**src/rtl/spi_pkg.sv**
```systemverilog
// Shared types and defaults for the SPI transfer scheduler: state encoding,
// default parameter values and an index-width helper.
package spi_pkg;

  typedef enum logic [2:0] {
    S_IDLE    = 3'd0,
    S_START   = 3'd1,
    S_WAIT    = 3'd2,
    S_CAPTURE = 3'd3,
    S_ABORT   = 3'd4,
    S_GAP     = 3'd5
  } spi_sched_state_e;

  localparam int          DEF_N_REQ       = 4;
  localparam int          DEF_DATA_W      = 32;
  localparam int          DEF_TO_W        = 16;
  localparam int unsigned DEF_TIMEOUT_CYC = 32'h0000_FFFF;

  // Width of a requester index; never below one bit.
  function automatic int idx_width(input int n);
    return (n > 1) ? $clog2(n) : 1;
  endfunction

endpackage

```
**src/rtl/spi_dff.sv**
```systemverilog
// Resettable register with a configurable reset value.
module spi_dff #(
  parameter int           W       = 1,
  parameter logic [W-1:0] RST_VAL = '0
) (
  input  logic         clk,
  input  logic         rst_n,
  input  logic [W-1:0] d,
  output logic [W-1:0] q
);

  // NOTE: sequential state uses non-blocking assignments so every register
  // samples pre-edge values, independent of process evaluation order.
  always_ff @(posedge clk or negedge rst_n) begin
    if (!rst_n) q <= RST_VAL;
    else        q <= d;
  end

endmodule

```
**src/rtl/spi_rr_arbiter.sv**
```systemverilog
// Combinational round-robin pick: first set request after ptr, wrapping.
// Returns a one-hot grant, its index and whether any request was present.
module spi_rr_arbiter
  import spi_pkg::*;
#(
  parameter int N_REQ = DEF_N_REQ,
  parameter int IDX_W = idx_width(N_REQ)
) (
  input  logic [N_REQ-1:0] req,
  input  logic [IDX_W-1:0] ptr,
  output logic [N_REQ-1:0] grant,
  output logic [IDX_W-1:0] idx,
  output logic             valid
);

  logic [IDX_W-1:0] cand;

  // NOTE: every output gets a default first so no path leaves a value
  // unassigned, which is what would otherwise infer a latch.
  always_comb begin
    grant = '0;
    idx   = '0;
    valid = 1'b0;
    cand  = '0;
    // Walk from the farthest offset down so the nearest candidate wins last.
    for (int k = N_REQ; k >= 1; k--) begin
      cand = IDX_W'((int'(ptr) + k) % N_REQ);
      if (req[cand]) begin
        idx   = cand;
        valid = 1'b1;
      end
    end
    if (valid) grant = N_REQ'(1) << idx;
  end

endmodule

```
**src/rtl/spi_xfer_sched.sv**
```systemverilog
// Shares one SPI master core between N_REQ requesters: round-robin grant,
// go pulse, bounded wait for completion, RX capture and done/err return.
module spi_xfer_sched
  import spi_pkg::*;
#(
  parameter int          N_REQ       = DEF_N_REQ,
  parameter int          DATA_W      = DEF_DATA_W,
  parameter int          TO_W        = DEF_TO_W,
  parameter int unsigned TIMEOUT_CYC = DEF_TIMEOUT_CYC
) (
  input  logic                    pclk,
  input  logic                    presetn,
  input  logic [N_REQ-1:0]        req,
  input  logic [N_REQ*DATA_W-1:0] req_txd,
  output logic [N_REQ-1:0]        gnt,
  output logic [N_REQ-1:0]        done,
  output logic [N_REQ-1:0]        err,
  output logic [DATA_W-1:0]       rxd,
  output logic [DATA_W-1:0]       core_txd,
  output logic [N_REQ-1:0]        core_ss,
  output logic                    core_go,
  input  logic                    core_bsy_clr,
  input  logic [DATA_W-1:0]       core_rxd,
  output logic                    core_rd_en
);

  localparam int              IDX_W   = idx_width(N_REQ);
  localparam logic [TO_W-1:0] TO_LAST = TO_W'(TIMEOUT_CYC - 1);

  spi_sched_state_e state_q, state_d;
  logic [2:0]       state_raw;
  logic [IDX_W-1:0] ptr_q, ptr_d;
  logic [IDX_W-1:0] owner_q;
  logic [N_REQ-1:0] owner_oh_q;
  logic [TO_W-1:0]  cnt_q;
  logic [N_REQ-1:0] arb_grant;
  logic [IDX_W-1:0] arb_idx;
  logic             arb_valid;
  logic             grant_now;

  spi_rr_arbiter #(.N_REQ(N_REQ), .IDX_W(IDX_W)) u_arb (
    .req   (req),
    .ptr   (ptr_q),
    .grant (arb_grant),
    .idx   (arb_idx),
    .valid (arb_valid)
  );

  spi_dff #(.W(3), .RST_VAL(S_IDLE)) u_state_reg (
    .clk (pclk), .rst_n (presetn), .d (state_d), .q (state_raw)
  );
  assign state_q = spi_sched_state_e'(state_raw);

  // ptr resets to the last requester so requester 0 is first in line.
  spi_dff #(.W(IDX_W), .RST_VAL(IDX_W'(N_REQ - 1))) u_ptr_reg (
    .clk (pclk), .rst_n (presetn), .d (ptr_d), .q (ptr_q)
  );

  assign grant_now = (state_q == S_IDLE) && arb_valid;
  assign ptr_d     = (state_q == S_CAPTURE || state_q == S_ABORT) ? owner_q : ptr_q;

  always_comb begin
    state_d = state_q;
    unique case (state_q)
      S_IDLE:             if (arb_valid) state_d = S_START;
      S_START:            state_d = S_WAIT;
      // A completion seen on the last allowed cycle still counts as success.
      S_WAIT: begin
        if (core_bsy_clr)          state_d = S_CAPTURE;
        else if (cnt_q == TO_LAST) state_d = S_ABORT;
      end
      S_CAPTURE, S_ABORT: state_d = S_GAP;
      S_GAP:              state_d = S_IDLE;
      default:            state_d = S_IDLE;
    endcase
  end

  always_ff @(posedge pclk or negedge presetn) begin
    if (!presetn) begin
      owner_q    <= '0;
      owner_oh_q <= '0;
      core_txd   <= '0;
      cnt_q      <= '0;
      rxd        <= '0;
    end else begin
      if (grant_now) begin
        owner_q    <= arb_idx;
        owner_oh_q <= arb_grant;
        core_txd   <= req_txd[int'(arb_idx)*DATA_W +: DATA_W];
      end
      if (state_q == S_START)     cnt_q <= '0;
      else if (state_q == S_WAIT) cnt_q <= cnt_q + TO_W'(1);
      // Capture on the sampling edge so rxd is already valid alongside done.
      if (state_q == S_WAIT && core_bsy_clr) rxd <= core_rxd;
    end
  end

  always_comb begin
    gnt        = '0;
    done       = '0;
    err        = '0;
    core_go    = 1'b0;
    core_rd_en = 1'b0;
    unique case (state_q)
      S_START: begin
        gnt     = owner_oh_q;
        core_go = 1'b1;
      end
      S_WAIT:  gnt = owner_oh_q;
      S_CAPTURE: begin
        gnt        = owner_oh_q;
        done       = owner_oh_q;
        core_rd_en = 1'b1;
      end
      S_ABORT: begin
        gnt = owner_oh_q;
        err = owner_oh_q;
      end
      default: ;
    endcase
  end

  assign core_ss = gnt;

endmodule

```
**config.mk**
```make
export PLATFORM = sky130hd
export DESIGN_NAME = spi_xfer_sched
export DESIGN_NICKNAME = d
export VERILOG_FILES = /design/src/rtl/spi_pkg.sv /design/src/rtl/spi_dff.sv /design/src/rtl/spi_rr_arbiter.sv /design/src/rtl/spi_xfer_sched.sv
export SDC_FILE = /design/constraint.sdc
export NUM_CORES = 1
export LEC_CHECK = 0
export ABC_CLOCK_PERIOD_IN_PS = 1700
export CAP_MARGIN = 5
export CORE_MARGIN = 2
export CORE_UTILIZATION = 37
export DETAILED_ROUTE_END_ITERATION = 7
export PLACE_DENSITY = 0.77
export SLEW_MARGIN = 10
export SYNTH_ARGS = -nofsm -noshare
export SYNTH_HDL_FRONTEND = slang
export SYNTH_SLANG_ARGS = --single-unit
```
**constraint.sdc**
```tcl
create_clock -name pclk -period 1.7 [get_ports pclk]
set_input_delay 0.34 -clock pclk [delete_from_list [all_inputs] [get_ports pclk]]
set_output_delay 0.34 -clock pclk [all_outputs]
set_load 0.02 [all_outputs]
```
# == Word level (Yosys, flattened, before mapping) ==
# Index checks and enable logic that the tools add are counted.
# W data, S select, Z words.
# totals
ff_bits,91
inputBits,167
out_inout_bits,82
# classes
add_sub_neg,5
magnitude_cmp,4
n_eq_ne,7
shifts,2
muxes,28
n_reduce_logical,8
# op_table
operator,n
$shiftx A128 B8 Y32,1
$mux W16,2
$add A16 B1 Y16 const B,1
$eq A16 B16 Y1 const B,1
$mux W4,4
$lt A2 B3 Y1 const B,4
$pmux W3 S4,1
$mux W1,10
$mux W3,3
$bmux W1 S2,4
$mux W2,4
$eq A3 B2 Y1 const B,2
$add A2 B1 Y2 const B,2
$add A2 B2 Y2 const B,2
$reduce_or A4 Y1,1
$shl A1 B2 Y4 const A,1
$eq A3 B1 Y1 const B,1
$eq A3 B3 Y1 const B,1
$logic_not A3 Y1,1
$ne A3 B3 Y1 const B,1
$logic_and A1 B1 Y1,2
$ne A2 B2 Y1 const B,1
$reduce_and A2 Y1,1
$reduce_bool A2 Y1,1
2 further kinds,2

# == Longest topological paths before layout ==
# Gate-level depths: netlist of run 1.
# logic_depth
depth_word,9
ltp_mapped,7
mapped_depth_nobuf,7

# == By module ==
# From an unflattened synthesis of run 1, not the netlist that was laid out.
# hier_totals
hier_cells,358
hier_area_um2,4834.6
# modules_own_cells
mod,n_inst,cells_per_inst,area_each_um2,seq_area_each_um2
spi_xfer_sched,1,325,4529.3,2152.1
spi_rr_arbiter,1,28,177.7,0.0
spi_dff at u_state_reg,1,3,75.1,75.1
spi_dff at u_ptr_reg,1,2,52.6,52.6

# == Worst setup path before layout of run 1 ==
# No wires, ideal clock.
# synth_timing
path_kind,register to output
start,register u_state_reg.q[0]
end,output port gnt[0]
t_arrival_ns,1.474
required_time_ns,1.360
path_slack_ns,-0.114
stages_incl_launch_ff,6
n_path_buf,2
cell_sequence,dfrtp_1 -> clkbuf_1 -> nor2_1 -> xnor2_1 -> and2_1 -> buf_4
# synth_via
elab_chain_len,3
# synth_rtl
item,line,rtl
from (decl),spi_dff.sv:9,output logic [W-1:0] q
from (signal assigned),spi_dff.sv:15,if (!rst_n) q <= RST_VAL;
from (signal assigned),spi_dff.sv:16,else q <= d;
$eq A3 B2 Y1 (tied with other cells),spi_xfer_sched.sv:104,unique case (state_q)
$reduce_or A4 Y1 (no line) (*),-,
$mux W4 (*),spi_xfer_sched.sv:104,
to (decl),spi_xfer_sched.sv:15,"output logic [N_REQ-1:0] gnt,"
# Mark *: on every way between the ends. The rest lies on a longest branch, timed or not.

# == Worst setup path after layout of run 1 ==
# layout_timing
start,register u_state_reg.q[0]
end,register rxd[30]
# layout_via
elab_chain_len,2
# layout_rtl
item,line,rtl
$eq A3 B2 Y1,spi_xfer_sched.sv:94,if (state_q == S_WAIT && core_bsy_clr) rxd <= core_rxd;
$logic_and A1 B1 Y1,spi_xfer_sched.sv:94,
to (signal assigned),spi_xfer_sched.sv:94,
to (decl),spi_xfer_sched.sv:18,"output logic [DATA_W-1:0] rxd,"
# No other way between the ends.
# A chain may end at the register's enable or synchronous reset.

==> results of run 1 <==
==> final timing paths <==
check	from	to	slack, ns	cells after the start
max in group asynchronous	presetn	u_ptr_reg.q[0]$_DFFE_PN1P_	0.62	3
setup / recovery	u_state_reg.q[0]$_DFFE_PN0P_	rxd[30]$_DFFE_PN0P_	-0.14	5
setup reg to reg	u_state_reg.q[0]$_DFFE_PN0P_	rxd[30]$_DFFE_PN0P_	-0.14	5
hold / removal	cnt_q[12]$_DFFE_PN0P_	cnt_q[12]$_DFFE_PN0P_	0.47	1
min in group asynchronous	presetn	rxd[22]$_DFFE_PN0P_	0.50	2
hold reg to reg	cnt_q[12]$_DFFE_PN0P_	cnt_q[12]$_DFFE_PN0P_	0.47	1
==> worst max-delay path, cell delays in order, from the launching register on <==
cell       delay, ns
dfrtp_2         0.48
buf_6           0.15
nor3b_4         0.30
and2_4          0.29
clkbuf_16       0.20
mux2_4          0.30
==> kinds of logic (layout without fill, tap and decap cells) <==
| logic type | count (synthesis) | count (layout) |
|---|---|---|
| DFF | 91 | 91 |
| adders and majority gates | 2 | 2 |
| and+or+nand+nor | 149 | 151 |
| xor gates and xnor gates | 1 | 1 |
| AOI/OAI and AO/OA | 99 | 99 |
| buffers and inverters | 43 | 335 |
| muxes | 71 | 71 |
==> metrics by stage <==
step           util, %  setup slack, ns  TNS, ns  total power, mW  hold slack [ns]
6_report          68.8           -0.137    -7.97             15.5            0.475
5_1_grt           68.8           -0.219   -14.28             16.3            0.503
4_1_cts           65.7          -0.0935    -4.41             14.9            0.477
3_5_place_dp      59.4           -0.620   -27.33             11.5            0.310
3_3_place_gp      59.4           -0.557   -23.27             11.2            0.308
2_1_floorplan        -          -0.0165   -0.638             8.13           0.0444
==> cell type report <==
type | instances | area [sq um] | area share, %
inverter | 4 | 15.0 | 0.164
tap | 176 | 220 | 2.41
multi-input combinational | 324 | 3000 | 32.8
clock inverter | 7 | 98.8 | 1.08
timing repair buffer | 315 | 3310 | 36.1
clock buffer | 9 | 225 | 2.46
sequential | 91 | 2280 | 25.0
==> layout by cell type (no fill, tap or decap), types with 14 or more instances in the layout <==
cell type        instances
clkdlybuf4s50_1        210
nand2_1                 19
dfrtp_1                 86
mux2i_1                 19
a211oi_2                41
and4_1                  33
buf_6                   25
nor2_1                  37
dlymetal6s2s_1          14
buf_4                   43
mux2_4                  32
a211oi_1                23
==> power groups by stage <==
stage | clock network (mW) | registers (mW) | logic [mW]
6_report | 2.18 | 3.81 | 9.50
5_1_grt | 2.30 | 3.92 | 10.0
4_1_cts | 2.22 | 3.77 | 8.88
3_5_place_dp | 0 | 3.76 | 7.71
3_3_place_gp | 0 | 3.73 | 7.51
2_1_floorplan | 0 | 4.60 | 3.54
==> per-layer routing <==
| metal | wire length [um] | part of all wire [%] | global-route usage, % |
|---|---|---|---|
| met1 | 7020 | 40 | 28.3 |
| met2 | 9140 | 52 | 40.3 |
| met3 | 1180 | 6.6 | 4.62 |
| met4 | 360 | 2.0 | 8.94 |
| met5 | 0 | 0 | 0 |
==> flip-flops by register name, indices dropped and copies added (netlist names) <==
| name | cells |
|---|---|
| core_txd | 32 |
| rxd | 32 |
| cnt_q | 16 |
| owner_oh_q | 4 |
| u_state_reg.q | 3 |
| owner_q | 2 |
| u_ptr_reg.q | 2 |
==> timing repair <==
action / 4_1_cts / 5_1_grt
gates cloned: 5 / 4
setup buffers: 11 / 6
hold endpoints to repair: 32 / 0
gates resized for setup: 172 / 76
endpoints found under the setup margin: 90 / 106
pin swaps: 13 / 24
hold buffers: 1 / 0
==> tab_implementation.tex, run 1 <==
\begin{tabular}{lr}
\hline
Metric & Value \\
\hline
\multicolumn{2}{l}{\textbf{Outcome}} \\
Run status & finished, violations left \\
Failing checks & negative setup slack \\
\multicolumn{2}{l}{\textbf{Timing}} \\
Headroom to the max-slew limit & a little over two thirds \\
Min setup slack post-route & -0.137 ns \\
Final Critical Period & about 1.8 ns \\
Slew Limit Fails & 0 \\
Hold Vio Cnt, Final & 0 \\
Highest clock rate & 0.544 GHz \\
Setup repair after global routing missed its margin & yes \\
Total setup violations reported at the end of the flow & 84 \\
Worst setup skew after layout & 0.0128 ns \\
Transition at the pin with the smallest max-transition slack & 0.443 ns \\
Post-route fraction of the period consumed by the critical path & 108\% \\
\multicolumn{2}{l}{\textbf{Logic synthesis}} \\
Primary flip-flop cell chosen by synthesis mapping & dfrtp\_1 \\
Dominant combinational cell family by area after synthesis & simple AND/OR/NAND/NOR gates \\
Syn\_area\_per\_cell & 11.1 sq um \\
Seq/Total Area, Yosys & about 45\% \\
Number of synthesized flops with an enable pin & 0 \\
Count leader, synth & dfrtp\_1 \\
Fraction of the mapped netlist area in adder cells & 0.495\% \\
Number of cells produced by synthesis & 456 \\
Yosys warning total & 0 \\
Post-synth design cell area & 5050 sq um \\
Flop and latch count out of synthesis & 91 \\
Netlist cell types & 45 \\
Cell taking the most area after synthesis & dfrtp\_1 \\
Post-synthesis share of cell area spent on and, or, nand and nor gates & roughly 17\% \\
Compound-cell area share of the yosys netlist & 16.5\% \\
Commonest cells in the synthesized netlist & 89 x dfrtp\_1, 40 x nor2\_1, 39 x mux2i\_1, 36 x a211oi\_1, 33 x and4\_1 \\
Ys async rst share & between 90\% and 100\% \\
Main area contributors after synthesis & dfrtp\_1 44\%, mux2i\_1 7.7\%, a211oi\_2 6.9\%, mux2\_2 6.0\%, and4\_1 5.7\% \\
Mapped Nets & 625 \\
Area share of the largest cell type after synthesis & 44.1\% \\
Xor/xnor share of the synthesized area & less than 1\% \\
Mux contribution to synthesized area & 14.9\% \\
\multicolumn{2}{l}{\textbf{Clock network}} \\
TritonCTS clock tree & yes \\
Clock Root Buffer & clkbuf\_16 \\
Largest buffer count on any clock path & 2 \\
Source-to-sink clock delay at the later pin of the worst-skew pair & 0.34 ns \\
H-tree levels & 3 \\
Number of buffers added by the clock tree synthesis step & 9 \\
Sinks on Clock Net & just over 90 \\
Clock Pin Slew Worst Setup and Hold Paths & 0.07 ns \\
\multicolumn{2}{l}{\textbf{Global routing}} \\
Wire length of the first global-routing pass & 26600 um \\
Overflow left after global routing & 0 \\
Initial antenna violation count & 0 \\
GRT Util Overall & 23.2\% \\
Via count of the first global-routing pass & between 5k and 6k \\
Maximum number of pins on one net before global-route repair & 35 \\
\multicolumn{2}{l}{\textbf{Place}} \\
Hpwl dp & 11900 um \\
GP Congestion & roughly 0.87 \\
Placed instance count & 883 \\
\# port buffers & between 200 and 250 \\
DP Area & about 7900 sq um \\
\multicolumn{2}{l}{\textbf{Power}} \\
Clock network power share & 14.1\% \\
Switch share & 39.0\% \\
Internal cell power & roughly 9.5 mW \\
Sequential fraction of design power & 24.6\% \\
Power per standard cell area & roughly 1700 nW/um\^{}2 \\
Net switching component of the power & 6.05 mW \\
Relative contribution of combinational cells to total power & 61.3\% \\
Peak ir drop on the vdd network & 0.807 mV \\
Leakage Power & 3.81 nW \\
\multicolumn{2}{l}{\textbf{Floorplanning}} \\
Standard cell core area & roughly 13000 sq um \\
Number of ports placed on the die boundary & around 250 \\
Die area & 14600 sq um \\
Rows & 42 \\
Height of the die & 121 um \\
Initial core utilization & between 30\% and 40\% \\
Die X & 121 um \\
\multicolumn{2}{l}{\textbf{Worst setup path}} \\
Maximum net fanout on the critical path & 8 \\
Kind of capture point of the worst setup path & flop \\
Kind of launch point of the worst setup path & flop \\
Data required time of the critical path & 1.92 ns \\
Arrival time at the worst endpoint & 2.05 ns \\
Type of the worst setup path & reg2reg \\
\multicolumn{2}{l}{\textbf{Drt}} \\
Average routed wire per standard cell & between 15 and 20 um \\
Total length of routed wires & approximately 18000 um \\
DRC violations left & 0 \\
Detailed-route vias per instance & 5.34 \\
Vias after detailed routing & 4942 \\
DRC violation total after the first TritonRoute iteration & about 230 \\
Number of nets with antenna violations after routing & 0 \\
TritonRoute pass-1 iters & 4 \\
\multicolumn{2}{l}{\textbf{Cells and area}} \\
Fill cells & between 900 and 1k \\
Final standard cell count with taps included and fillers excluded & 926 \\
Antenna diode count & 0 \\
Nets & 914 \\
Final instance area & 9150 sq um \\
Area growth from synthesis to layout & 81.1\% \\
Layout cell share with drive strength beyond 1 & around a third \\
\multicolumn{2}{l}{\textbf{Flow run}} \\
Reported max-cap violation count & 0 \\
\multicolumn{2}{l}{\textbf{Hold path}} \\
Class of the most critical hold timing path & reg2reg \\
\hline
\end{tabular}
Power figures use the tool's default switching activity.
==> inputs of run 2 (changes only) <==
Settings changed: SKIP_LAST_GASP set to 1, SLEW_MARGIN 10 to unset.
==> tab_implementation.tex, run 2 (same netlist as run 1, synthesis figures left out) <==
\begin{tabular}{lr}
\hline
Metric & Value \\
\hline
\multicolumn{2}{l}{\textbf{Worst setup path}} \\
Worst path max stage delay & 0.55 ns (+0.07 ns) \\
Data required time of the critical path & 1.92 ns (about the same) \\
Cells along the critical path & or2b\_1, a21o\_1, and3\_4, buf\_6, buf\_12, mux2i\_4, a211oi\_2 \\
Total buffers and inverters traversed by the critical path & 2 (unchanged) \\
Standard cell with the maximum stage delay on the critical path & dfstp\_2 \\
Type of the worst setup path & reg2reg \\
Kind of capture point of the worst setup path & flop \\
Arrival time at the worst endpoint & 2.05 ns (about the same) \\
Maximum net fanout on the critical path & 7 (-1) \\
Kind of launch point of the worst setup path & flop \\
Dominant delay contributor by cell family on the critical path & flip-flops \\
\multicolumn{2}{l}{\textbf{Place}} \\
Hpwl dp & 11900 um (unchanged) \\
\# port buffers & 248 (unchanged) \\
Post-Place Setup Slack & -0.620 ns (unchanged) \\
GP Congestion & 0.873 (unchanged) \\
\multicolumn{2}{l}{\textbf{Clock network}} \\
Clock Root Buffer & clkbuf\_16 \\
TritonCTS clock tree & yes \\
Sinks on Clock Net & 91 (unchanged) \\
Number of buffers added by the clock tree synthesis step & 9 (unchanged) \\
Largest buffer count on any clock path & 2 (unchanged) \\
Clock Pin Slew Worst Setup and Hold Paths & 0.07 ns (about the same) \\
H-tree levels & 3 (unchanged) \\
Source-to-sink clock delay at the later pin of the worst-skew pair & 0.34 ns (about the same) \\
\multicolumn{2}{l}{\textbf{Timing}} \\
Final Critical Period & 1.83 ns (-0.00801 ns) \\
Highest clock rate & 0.547 GHz (+0.44\%) \\
Transition at the pin with the smallest max-transition slack & 0.452 ns (+0.00967 ns) \\
Final hold slack & 0.475 ns (+0.000334 ns) \\
Min setup slack post-route & -0.129 ns (+0.00801 ns) \\
Total setup violations reported at the end of the flow & 89 (+6.0\%) \\
Post-route fraction of the period consumed by the critical path & 108\% (-0.47 points) \\
Worst setup skew after layout & 0.0108 ns (-0.00193 ns) \\
Hold Vio Cnt, Final & 0 (unchanged) \\
Setup repair after global routing missed its margin & yes \\
Headroom to the max-slew limit & 69.8\% (-0.64 points) \\
Total Neg Setup Slack & -6.32 ns (+1.64 ns) \\
Slew Limit Fails & 0 (unchanged) \\
\multicolumn{2}{l}{\textbf{Drt}} \\
TritonRoute pass-1 iters & 4 (unchanged) \\
DRC violations left & 0 (unchanged) \\
Number of nets with antenna violations after routing & 0 (unchanged) \\
DRC violation total after the first TritonRoute iteration & 280 (+22\%) \\
Total length of routed wires & 18400 um (+4.2\%) \\
Average routed wire per standard cell & 19.7 um (+3.1\%) \\
Vias after detailed routing & 5008 (+1.3\%) \\
Detailed-route vias per instance & 5.36 (+0.36\%) \\
\multicolumn{2}{l}{\textbf{Outcome}} \\
Run status & finished, violations left \\
Failing checks & negative setup slack \\
\multicolumn{2}{l}{\textbf{Power}} \\
Net switching component of the power & 6.19 mW (+2.4\%) \\
Switch share & 39.1\% (+0.068 points) \\
Leakage Power & 3.86 nW (+1.3\%) \\
Clock network power share & 13.8\% (-0.3 points) \\
Relative contribution of combinational cells to total power & 62.2\% (+0.9 points) \\
Internal cell power & 9.65 mW (+2.1\%) \\
Peak ir drop on the vdd network & 0.855 mV (+6.0\%) \\
Overall power & 15.8 mW (+2.2\%) \\
Sequential fraction of design power & 24.0\% (-0.6 points) \\
Power per standard cell area & 1710 nW/um\^{}2 (+0.76\%) \\
\multicolumn{2}{l}{\textbf{Cells and area}} \\
Most common cell after layout, fill and taps aside & clkdlybuf4s50\_1 \\
Utilization of the core after routing & 69.8\% (+1.0 points) \\
Nets & 923 (+0.98\%) \\
Largest regs & core\_txd (32), rxd (32), cnt\_q (16) \\
Layout cell share with drive strength beyond 1 & 32.3\% (+0.95 points) \\
Leading cell types in the layout, fill and taps excluded & 211 x clkdlybuf4s50\_1, 86 x dfrtp\_1, 50 x buf\_4 \\
Antenna diode count & 0 (unchanged) \\
Area growth from synthesis to layout & 83.7\% \\
\multicolumn{2}{l}{\textbf{Global routing}} \\
Initial antenna violation count & 0 (unchanged) \\
Overflow left after global routing & 0 (unchanged) \\
Via count of the first global-routing pass & 5144 (+0.058\%) \\
Maximum number of pins on one net before global-route repair & 35 (unchanged) \\
Wire length of the first global-routing pass & 26300 um (-1.1\%) \\
GRT Util Overall & 23.0\% (-0.25 points) \\
\multicolumn{2}{l}{\textbf{Floorplanning}} \\
Rows & 42 (unchanged) \\
Standard cell core area & 13300 sq um (unchanged) \\
Initial core utilization & 38.0\% (unchanged) \\
Number of ports placed on the die boundary & 249 (unchanged) \\
Die area & 14600 sq um (unchanged) \\
Height of the die & 121 um (unchanged) \\
Die X & 121 um (unchanged) \\
\multicolumn{2}{l}{\textbf{Hold path}} \\
Class of the most critical hold timing path & reg2reg \\
\multicolumn{2}{l}{\textbf{Flow run}} \\
Reported max-cap violation count & 0 (unchanged) \\
\hline
\end{tabular}
run 2: area by class of cell:
type / count / area (sq um)
multi-input combinational: 325 / 3050
tap: 176 / 220
sequential: 91 / 2280
clock buffer: 9 / 225
inverter: 4 / 15.0
clock inverter: 7 / 98.8
fill: 935 / 4020
timing repair buffer: 323 / 3390
run 2: final timing paths:
path	from	end	slack, ns	depth (start not counted)
max	u_ptr_reg.q[0]$_DFFE_PN1P_	core_txd[2]$_DFFE_PN0P_	-0.13	7
min	cnt_q[10]$_DFFE_PN0P_	cnt_q[10]$_DFFE_PN0P_	0.48	1
max reg2reg	u_ptr_reg.q[0]$_DFFE_PN1P_	core_txd[2]$_DFFE_PN0P_	-0.13	7
min reg2reg	cnt_q[10]$_DFFE_PN0P_	cnt_q[10]$_DFFE_PN0P_	0.48	1
max in group asynchronous	presetn	u_ptr_reg.q[0]$_DFFE_PN1P_	0.62	3
min in group asynchronous	presetn	rxd[22]$_DFFE_PN0P_	0.50	2
run 2: per-layer routing:
metal / GRT usage (%) / wire (um) / share of wire (%)
met1: 27.6 / 7250 / 39
met3: 4.62 / 1140 / 6.2
met4: 9.01 / 388 / 2.1
met5: 0 / 0 / 0
met2: 40.2 / 9660 / 52
run 2: power by group through the flow:
stage               registers (mW)  logic (mW)  clock network (mW)
global placement              3.73        7.51                   0
floorplan                     4.60        3.54                   0
global route                  3.91        10.4                2.30
detailed placement            3.76        7.71                   0
CTS                           3.76        8.68                2.22
finish                        3.81        9.86                2.18
run 2: through the flow:
stage / area (sq um) / cells
floorplan: 5060 / 456
global placement: 7900 / 883
detailed placement: 7900 / 883
CTS: 8650 / 916
global route: 9280 / 935
finish: 9280 / 935
run 2: timing repair:
action / 4_1_cts / 5_1_grt
hold endpoints to repair: 32 / 0
hold buffers: 1 / 0
gates resized for setup: 148 / 101
buffers inserted: 11 / 12
cloned: 5 / 7
pin swaps: 13 / 31
setup endpoints to repair: 90 / 107
